[src/rtl/bp_pkg.sv]
// Shared types and helpers for the branch predictor table controller.
// Counter encodings, FSM states and the saturating counter update.
package bp_pkg;

  localparam int IDX_W_DEF = 8;

  localparam logic [1:0] SNT = 2'b00;
  localparam logic [1:0] WNT = 2'b01;
  localparam logic [1:0] WT  = 2'b10;
  localparam logic [1:0] ST  = 2'b11;

  typedef enum logic [1:0] {
    INIT   = 2'd0,
    RUN    = 2'd1,
    UPD_WR = 2'd2
  } bp_state_e;

  function automatic logic [1:0] bp_sat_upd(
    input logic [1:0] c,
    input logic       t
  );
    logic [1:0] r;
    r = c;
    case (c)
      SNT: r = t ? WNT : SNT;
      WNT: r = t ? WT  : SNT;
      WT:  r = t ? ST  : WNT;
      ST:  r = t ? ST  : WT;
      default: r = c;
    endcase
    return r;
  endfunction

endpackage

[src/rtl/bp_upd_fifo.sv]
// Small synchronous FIFO holding pending predictor updates.
// The sync clear drops all entries; clear wins over push/pop.
module bp_upd_fifo #(
  parameter int W     = 9,
  parameter int DEPTH = 4
) (
  input  logic         clk,
  input  logic         rst_n,
  input  logic         clr,
  input  logic         push,
  input  logic [W-1:0] din,
  input  logic         pop,
  output logic [W-1:0] dout,
  output logic         full,
  output logic         empty
);

  localparam int AW = $clog2(DEPTH);

  logic [W-1:0] mem [DEPTH];
  logic [AW:0]  wp;
  logic [AW:0]  rp;
  logic         do_push;
  logic         do_pop;

  assign empty   = (wp == rp);
  assign full    = (wp[AW] != rp[AW]) &&
                   (wp[AW-1:0] == rp[AW-1:0]);
  assign dout    = mem[rp[AW-1:0]];
  assign do_push = push && !full && !clr;
  assign do_pop  = pop && !empty && !clr;

  always_ff @(posedge clk or negedge rst_n) begin
    if (!rst_n) begin
      wp <= '0;
      rp <= '0;
    end else if (clr) begin
      wp <= '0;
      rp <= '0;
    end else begin
      if (do_push) wp <= wp + 1'b1;
      if (do_pop)  rp <= rp + 1'b1;
    end
  end

  always_ff @(posedge clk) begin
    if (do_push) mem[wp[AW-1:0]] <= din;
  end

endmodule

[src/rtl/bp_table_ctrl.sv]
// Arbitrates a single-port 2-bit predictor table between lookups and updates.
// Optional stall/update statistics are built when BP_CTRL_STATS_EN is defined.
module bp_table_ctrl
  import bp_pkg::*;
#(
  parameter int         ENTRIES    = 256,
  parameter int         IDX_W      = IDX_W_DEF,
  parameter int         UPDQ_DEPTH = 4,
  parameter logic [1:0] INIT_VAL   = WNT
) (
  input  logic             clk,
  input  logic             rst_n,
  input  logic             lookup_valid,
  input  logic [31:0]      lookup_pc,
  output logic             lookup_ready,
  output logic             pred_valid,
  output logic             pred_taken,
  input  logic             upd_valid,
  input  logic [31:0]      upd_pc,
  input  logic             upd_taken,
  output logic             upd_ready,
  input  logic             flush_req,
  output logic             init_done,
  output logic             tbl_en,
  output logic             tbl_we,
  output logic [IDX_W-1:0] tbl_addr,
  output logic [1:0]       tbl_wdata,
  input  logic [1:0]       tbl_rdata,
  output logic [15:0]      lookup_stall_count,
  output logic [15:0]      update_count
);

  localparam int QW = IDX_W + 1;

  bp_state_e        state;
  logic [IDX_W-1:0] sweep;
  logic [IDX_W-1:0] upd_idx;
  logic             upd_tkn;
  logic             pv_q;

  logic             q_full;
  logic             q_empty;
  logic             q_push;
  logic [QW-1:0]    q_din;
  logic [QW-1:0]    q_dout;

  logic             do_lookup;
  logic             do_upd;
  logic             upd_wr;
  logic             unused_pc;

  assign unused_pc = ^{lookup_pc[31:IDX_W+2], lookup_pc[1:0],
                       upd_pc[31:IDX_W+2], upd_pc[1:0]};

  assign q_push = upd_valid && !q_full;
  assign q_din  = {upd_pc[IDX_W+1:2], upd_taken};

  bp_upd_fifo #(
    .W     (QW),
    .DEPTH (UPDQ_DEPTH)
  ) u_fifo (
    .clk   (clk),
    .rst_n (rst_n),
    .clr   (flush_req),
    .push  (q_push),
    .din   (q_din),
    .pop   (do_upd),
    .dout  (q_dout),
    .full  (q_full),
    .empty (q_empty)
  );

  // A full queue steals the port from fetch so updates cannot starve.
  always_comb begin
    do_lookup = 1'b0;
    do_upd    = 1'b0;
    if (state == RUN && !flush_req) begin
      if (q_full)            do_upd    = 1'b1;
      else if (lookup_valid) do_lookup = 1'b1;
      else if (!q_empty)     do_upd    = 1'b1;
    end
  end

  assign upd_wr       = (state == UPD_WR) && !flush_req;
  assign lookup_ready = do_lookup;
  assign upd_ready    = !q_full;
  assign init_done    = (state != INIT);
  assign pred_valid   = pv_q;
  assign pred_taken   = pv_q & tbl_rdata[1];

  always_comb begin
    tbl_en    = 1'b0;
    tbl_we    = 1'b0;
    tbl_addr  = '0;
    tbl_wdata = '0;
    if (!flush_req) begin
      unique case (state)
        INIT: begin
          tbl_en    = 1'b1;
          tbl_we    = 1'b1;
          tbl_addr  = sweep;
          tbl_wdata = INIT_VAL;
        end
        RUN: begin
          if (do_upd) begin
            tbl_en   = 1'b1;
            tbl_addr = q_dout[QW-1:1];
          end else if (do_lookup) begin
            tbl_en   = 1'b1;
            tbl_addr = lookup_pc[IDX_W+1:2];
          end
        end
        UPD_WR: begin
          tbl_en    = upd_wr;
          tbl_we    = upd_wr;
          tbl_addr  = upd_idx;
          tbl_wdata = bp_sat_upd(tbl_rdata, upd_tkn);
        end
        default: ;
      endcase
    end
  end

  always_ff @(posedge clk or negedge rst_n) begin
    if (!rst_n) begin
      state   <= INIT;
      sweep   <= '0;
      upd_idx <= '0;
      upd_tkn <= 1'b0;
      pv_q    <= 1'b0;
    end else begin
      pv_q <= do_lookup;
      if (flush_req) begin
        state <= INIT;
        sweep <= '0;
      end else begin
        unique case (state)
          INIT: begin
            sweep <= sweep + 1'b1;
            if (sweep == IDX_W'(ENTRIES - 1)) state <= RUN;
          end
          RUN: begin
            if (do_upd) begin
              upd_idx <= q_dout[QW-1:1];
              upd_tkn <= q_dout[0];
              state   <= UPD_WR;
            end
          end
          UPD_WR: state <= RUN;
          default: state <= INIT;
        endcase
      end
    end
  end

`ifdef BP_CTRL_STATS_EN
  logic [15:0] stall_q;
  logic [15:0] updc_q;

  always_ff @(posedge clk or negedge rst_n) begin
    if (!rst_n) begin
      stall_q <= '0;
      updc_q  <= '0;
    end else begin
      if (lookup_valid && !lookup_ready && stall_q != 16'hFFFF)
        stall_q <= stall_q + 16'd1;
      if (upd_wr && updc_q != 16'hFFFF)
        updc_q <= updc_q + 16'd1;
    end
  end

  assign lookup_stall_count = stall_q;
  assign update_count       = updc_q;
`else
  assign lookup_stall_count = '0;
  assign update_count       = '0;
`endif

endmodule

[config.mk]
export PLATFORM = sky130hd
export DESIGN_NAME = bp_table_ctrl
export DESIGN_NICKNAME = d
export VERILOG_FILES = /design/src/rtl/bp_pkg.sv /design/src/rtl/bp_upd_fifo.sv /design/src/rtl/bp_table_ctrl.sv
export SDC_FILE = /design/constraint.sdc
export NUM_CORES = 1
export LEC_CHECK = 0
export ABC_AREA = 1
export CAP_MARGIN = 0
export CORE_MARGIN = 2
export CORE_UTILIZATION = 25
export DETAILED_ROUTE_END_ITERATION = 6
export PLACE_DENSITY_LB_ADDON = 0.12
export RECOVER_POWER = 25
export SETUP_SLACK_MARGIN = 0.05
export SLEW_MARGIN = 20
export SYNTH_ARGS = -nofsm -noshare
export SYNTH_HDL_FRONTEND = slang
export SYNTH_SLANG_ARGS = --single-unit
[constraint.sdc]
create_clock -name clk -period 2.35 [get_ports clk]
set_input_delay 0.47 -clock clk [delete_from_list [all_inputs] [get_ports clk]]
set_output_delay 0.47 -clock clk [all_outputs]
set_load 0.005 [all_outputs]
==> impl_metrics.env <==
export IMPL_run_status="complete, but fails checks"
export IMPL_violations="max-capacitance violations, max-slew violations, negative setup slack"
export IMPL_cts_tree="done"
export IMPL_ys_warn_count=0
export IMPL_final_core_util=0.369
export IMPL_regArea_um2=1730
export IMPL_hold_viol=0
export IMPL_min_period_over_period=1.01
export IMPL_clock_fmax_mhz=423
export IMPL_synth_cell_types=30
export IMPL_synth_xor_area_frac=0.00743
export IMPL_grt_max_degree=27
export IMPL_required_ns=1.88
export IMPL_cts_hold_buf=0
export IMPL_yosysTopAreaCellShare=0.321
export IMPL_maxCapViolations=1
export IMPL_sequentialPowerShare=0.435
export IMPL_switching_share=0.231
export IMPL_cp_max_fo=6
export IMPL_tightest_slew_ns=1.55
export IMPL_fp_dieW_um=120
export IMPL_htree_levels=3
export IMPL_drv_slew=27
export IMPL_place_congestion=0.757
export IMPL_cts_sinks=62
export IMPL_synth_compound_area_frac=0.0978
export IMPL_die_area_um2=14400
export IMPL_drt_pass1_iter_count=4
export IMPL_power_frac_comb=0.089
export IMPL_ant_nets=0
export IMPL_switchingPower_uw=632
export IMPL_p_leak_uw=0.00209
export IMPL_routed_via_density=4.16
export IMPL_fin_crit_ns=2.36
export IMPL_clk_latency_ns=0.33
export IMPL_grt_antenna_before_repair=0
export IMPL_initialDrtViolationCount=90
export IMPL_syn_to_final_growth_pct=44.8
export IMPL_syn_area_um2=3370
export IMPL_vias=2748
export IMPL_clkPwrFrac=0.476
export IMPL_hpwlAfterDp_mm=5.95
export IMPL_p_int_uw=2100
export IMPL_grt_pass1_vias=2699
export IMPL_grt_overflow_total=0
export IMPL_setup_worst_path_end_class="output pin"
export IMPL_final_setup_tns_ns=-0.0129
export IMPL_finalSetupViolCount=1
export IMPL_fillers=1355
export IMPL_nNetsFinal=558
export IMPL_clock_path_buffers=2
export IMPL_max_stage_delay_ns=0.50
export IMPL_detailedPlace_worstSlack_ns=-0.374
export IMPL_synth_fa_ha_area_frac=0.0223
export IMPL_multiInputGateArea_um2=1490
export IMPL_yosysTopAreaCell="edfxtp_1"
export IMPL_skew_ns=0.00324
export IMPL_slew_headroom=-0.0321
export IMPL_vdd_drop_max_uv=472
export IMPL_fin_total_pwr_uw=2740
export IMPL_ys_seq_area_frac=0.514
export IMPL_worst_path_buf_inv=3
export IMPL_n_antenna_cell=0
export IMPL_synth_top_family_by_area="simple AND/OR/NAND/NOR gates"
export IMPL_ys_top_cells_by_area="edfxtp_1 (32%), dfrtp_1 (19%), nand2_1 (7.8%), buf_4 (7.4%), nand3_1 (5.9%)"
export IMPL_cp_top_family="flip-flops"
export IMPL_synth_area_per_cell_um2=9.00
export IMPL_gr_usage_all_layers=0.129
export IMPL_critical_path_cell_chain="xnor2_2 -> nand2_1 -> nand2_2 -> nand2_4 -> buf_8 -> buf_6 -> nand3_4 -> nand2_2 -> a21oi_2 -> buf_2"
export IMPL_synthMuxAreaShare=0
export IMPL_coreArea_um2=13200
export IMPL_rsz0062_at_grt="true"
export IMPL_layout_drive_gt1_share=0.313
export IMPL_routedWlPerCell_um=13.6
export IMPL_startpoint_type="flop"
export IMPL_cts_root_buffer_cell="clkbuf_16"
export IMPL_cts_buffers=9
export IMPL_ys_ff_latch=62
export IMPL_fin_ws_ns=-0.0129
export IMPL_path_clk_slew_ns=0.05
export IMPL_synthSimpleGateAreaFrac=0.212
export IMPL_finalWirelength_mm=9.00
export IMPL_crit_arrival_ns=1.89
export IMPL_power_density_nw_per_um2=562
export IMPL_port_buffers=40
export IMPL_cpMaxStageDelayCell="dfrtp_2"
export IMPL_start_util=0.255
export IMPL_cpMostUsedCell="nand2_2"
export IMPL_ioPinCount=121
export IMPL_path_class="flop to output pin"
export IMPL_dieHeight_um=120
export IMPL_synthCells=374
export IMPL_hp_class="flop to flop"
export IMPL_grt_pass1_wl_mm=14.1
export IMPL_remaining_drc_errors=0
export IMPL_rows=42
-- Yosys cell counts --
master / count
nand2_1: 70
a31o_2: 1
a21oi_1: 6
nor2_2: 1
inv_2: 3
ha_1: 6
nand2_4: 2
nand2_2: 10
edfxtp_1: 36
a21oi_2: 7
o21a_1: 8
inv_1: 42
nor2_1: 22
buf_6: 3
nor3_1: 8
o21ai_0: 28
buf_4: 33
o21ai_1: 3
nand4_1: 2
nand3_2: 1
dfrtp_1: 26
nand3_1: 40
buf_2: 4
o22ai_1: 1
or2_2: 2
xor2_1: 1
conb_1: 1
o211ai_1: 1
xnor2_2: 1
clkbuf_1: 5
-- power by group through the flow --
stage / Clock, uW / Combinational [uW] / Sequential, uW
finish: 1300 / 244 / 1190
detailed placement: 0 / 201 / 1210
floorplan: 0 / 123 / 1210
global placement: 0 / 201 / 1210
CTS: 1350 / 233 / 1190
global route: 1400 / 271 / 1190
-- path summary, 6_finish.rpt --
check / from / end / slack, ns / cells past startpoint
setup / recovery: u_fifo.rp[0] / tbl_addr[3] / -0.01 / 10
hold / removal: upd_idx[7] / upd_idx[7] / 0.50 / 1
setup reg to reg: u_fifo.rp[0] / upd_idx[5] / 0.14 / 14
hold reg to reg: upd_idx[7] / upd_idx[7] / 0.50 / 1
max in group asynchronous: rst_n / u_fifo.rp[0] / 0.34 / 2
min in group asynchronous: rst_n / sweep[0] / 0.99 / 2
-- state kept, by name (all words and copies together), names as in the netlist --
| signal | flops |
|---|---|
| u_fifo.wp | 3 |
| sweep | 8 |
| upd_idx | 8 |
| u_fifo.rp | 3 |
| pred_valid | 1 |
| u_fifo.mem | 36 |
| upd_tkn | 1 |
| state | 2 |
-- per-layer routing --
| metal | wire, um | global-route usage | vias up |
|---|---|---|---|
| met4 | 70 | 0.0353 | 0 |
| met1 | 3840 | 0.152 | 1300 |
| met2 | 4700 | 0.229 | 60 |
| li1 | - | - | 1383 |
| met3 | 392 | 0.0352 | 5 |
| met5 | 0 | 0 | - |
-- worst register-to-register path, cell delays in order, from the launching register on --
cell and delay [ns]:
dfrtp_2 0.50, xnor2_2 0.19, nand3_2 0.13, nand2_4 0.12, buf_6 0.11, nand3_4 0.07, buf_6 0.12, buf_4 0.12
buf_6 0.10, buf_6 0.10, buf_6 0.10, buf_4 0.12, buf_6 0.10, buf_6 0.10, o21a_1 0.10
-- cell type report --
type                       instances  area share
clock buffer                      10      0.0470
clock inverter                     6      0.0128
inverter                          45      0.0352
multi-input combinational        255       0.305
sequential                        62       0.356
tap                              176      0.0452
timing repair buffer             107       0.199
-- what timing repair did --
| action | CTS | global route |
|---|---|---|
| gates resized for setup | 73 | 48 |
| cloned | 2 | 1 |
| pin swaps | 13 | 13 |
| endpoints found under the setup margin | 14 | 14 |
| setup buffers | 27 | 10 |
| endpoints found under the hold margin | 0 | 0 |
-- layout by cell type, fill, tap and decap left out, types with 2 or more instances in the layout --
master / instances
or2_2: 2
edfxtp_1: 36
a21oi_2: 8
clkbuf_16: 10
clkbuf_1: 2
buf_4: 46
a21oi_1: 5
nand2_2: 22
inv_1: 40
dlygate4sd3_1: 6
buf_6: 16
nand3_4: 7
nand4_1: 2
dlygate4sd2_1: 2
inv_2: 4
conb_1: 32
o21a_1: 8
dfrtp_1: 25
o21ai_1: 8
nand2_8: 3
o21ai_2: 3
o21ai_0: 19
nor2_2: 2
nand3_2: 4
nand3_1: 30
nand2_1: 57
ha_1: 6
buf_2: 9
clkdlybuf4s50_1: 19
nor2_1: 20
nand2_4: 2
nor3_1: 8
clkinvlp_4: 2
buf_12: 2
dlymetal6s2s_1: 3
-- cell families (layout without fill, tap and decap cells) --
group	after synthesis	count (layout)
adder cells (fa/ha/maj)	6	6
buffers and inverters	90	168
AO/OA/AOI/OAI	55	55
other	1	32
AND/OR/NAND/NOR	158	160
flip-flops	62	62
XOR/XNOR	2	2
-- per-stage QoR --
| stage | std cells | hold WS (ns) | instance area [um^2] |
|---|---|---|---|
| 5_1_grt | 661 | 0.526 | 4870 |
| 3_3_place_gp | 610 | 0.474 | 4050 |
| 2_1_floorplan | 405 | 0.174 | 3480 |
| 6_report | 661 | 0.498 | 4870 |
| 4_1_cts | 655 | 0.501 | 4670 |
| 3_5_place_dp | 610 | 0.484 | 4050 |
(Power assumes the default switching activity.)
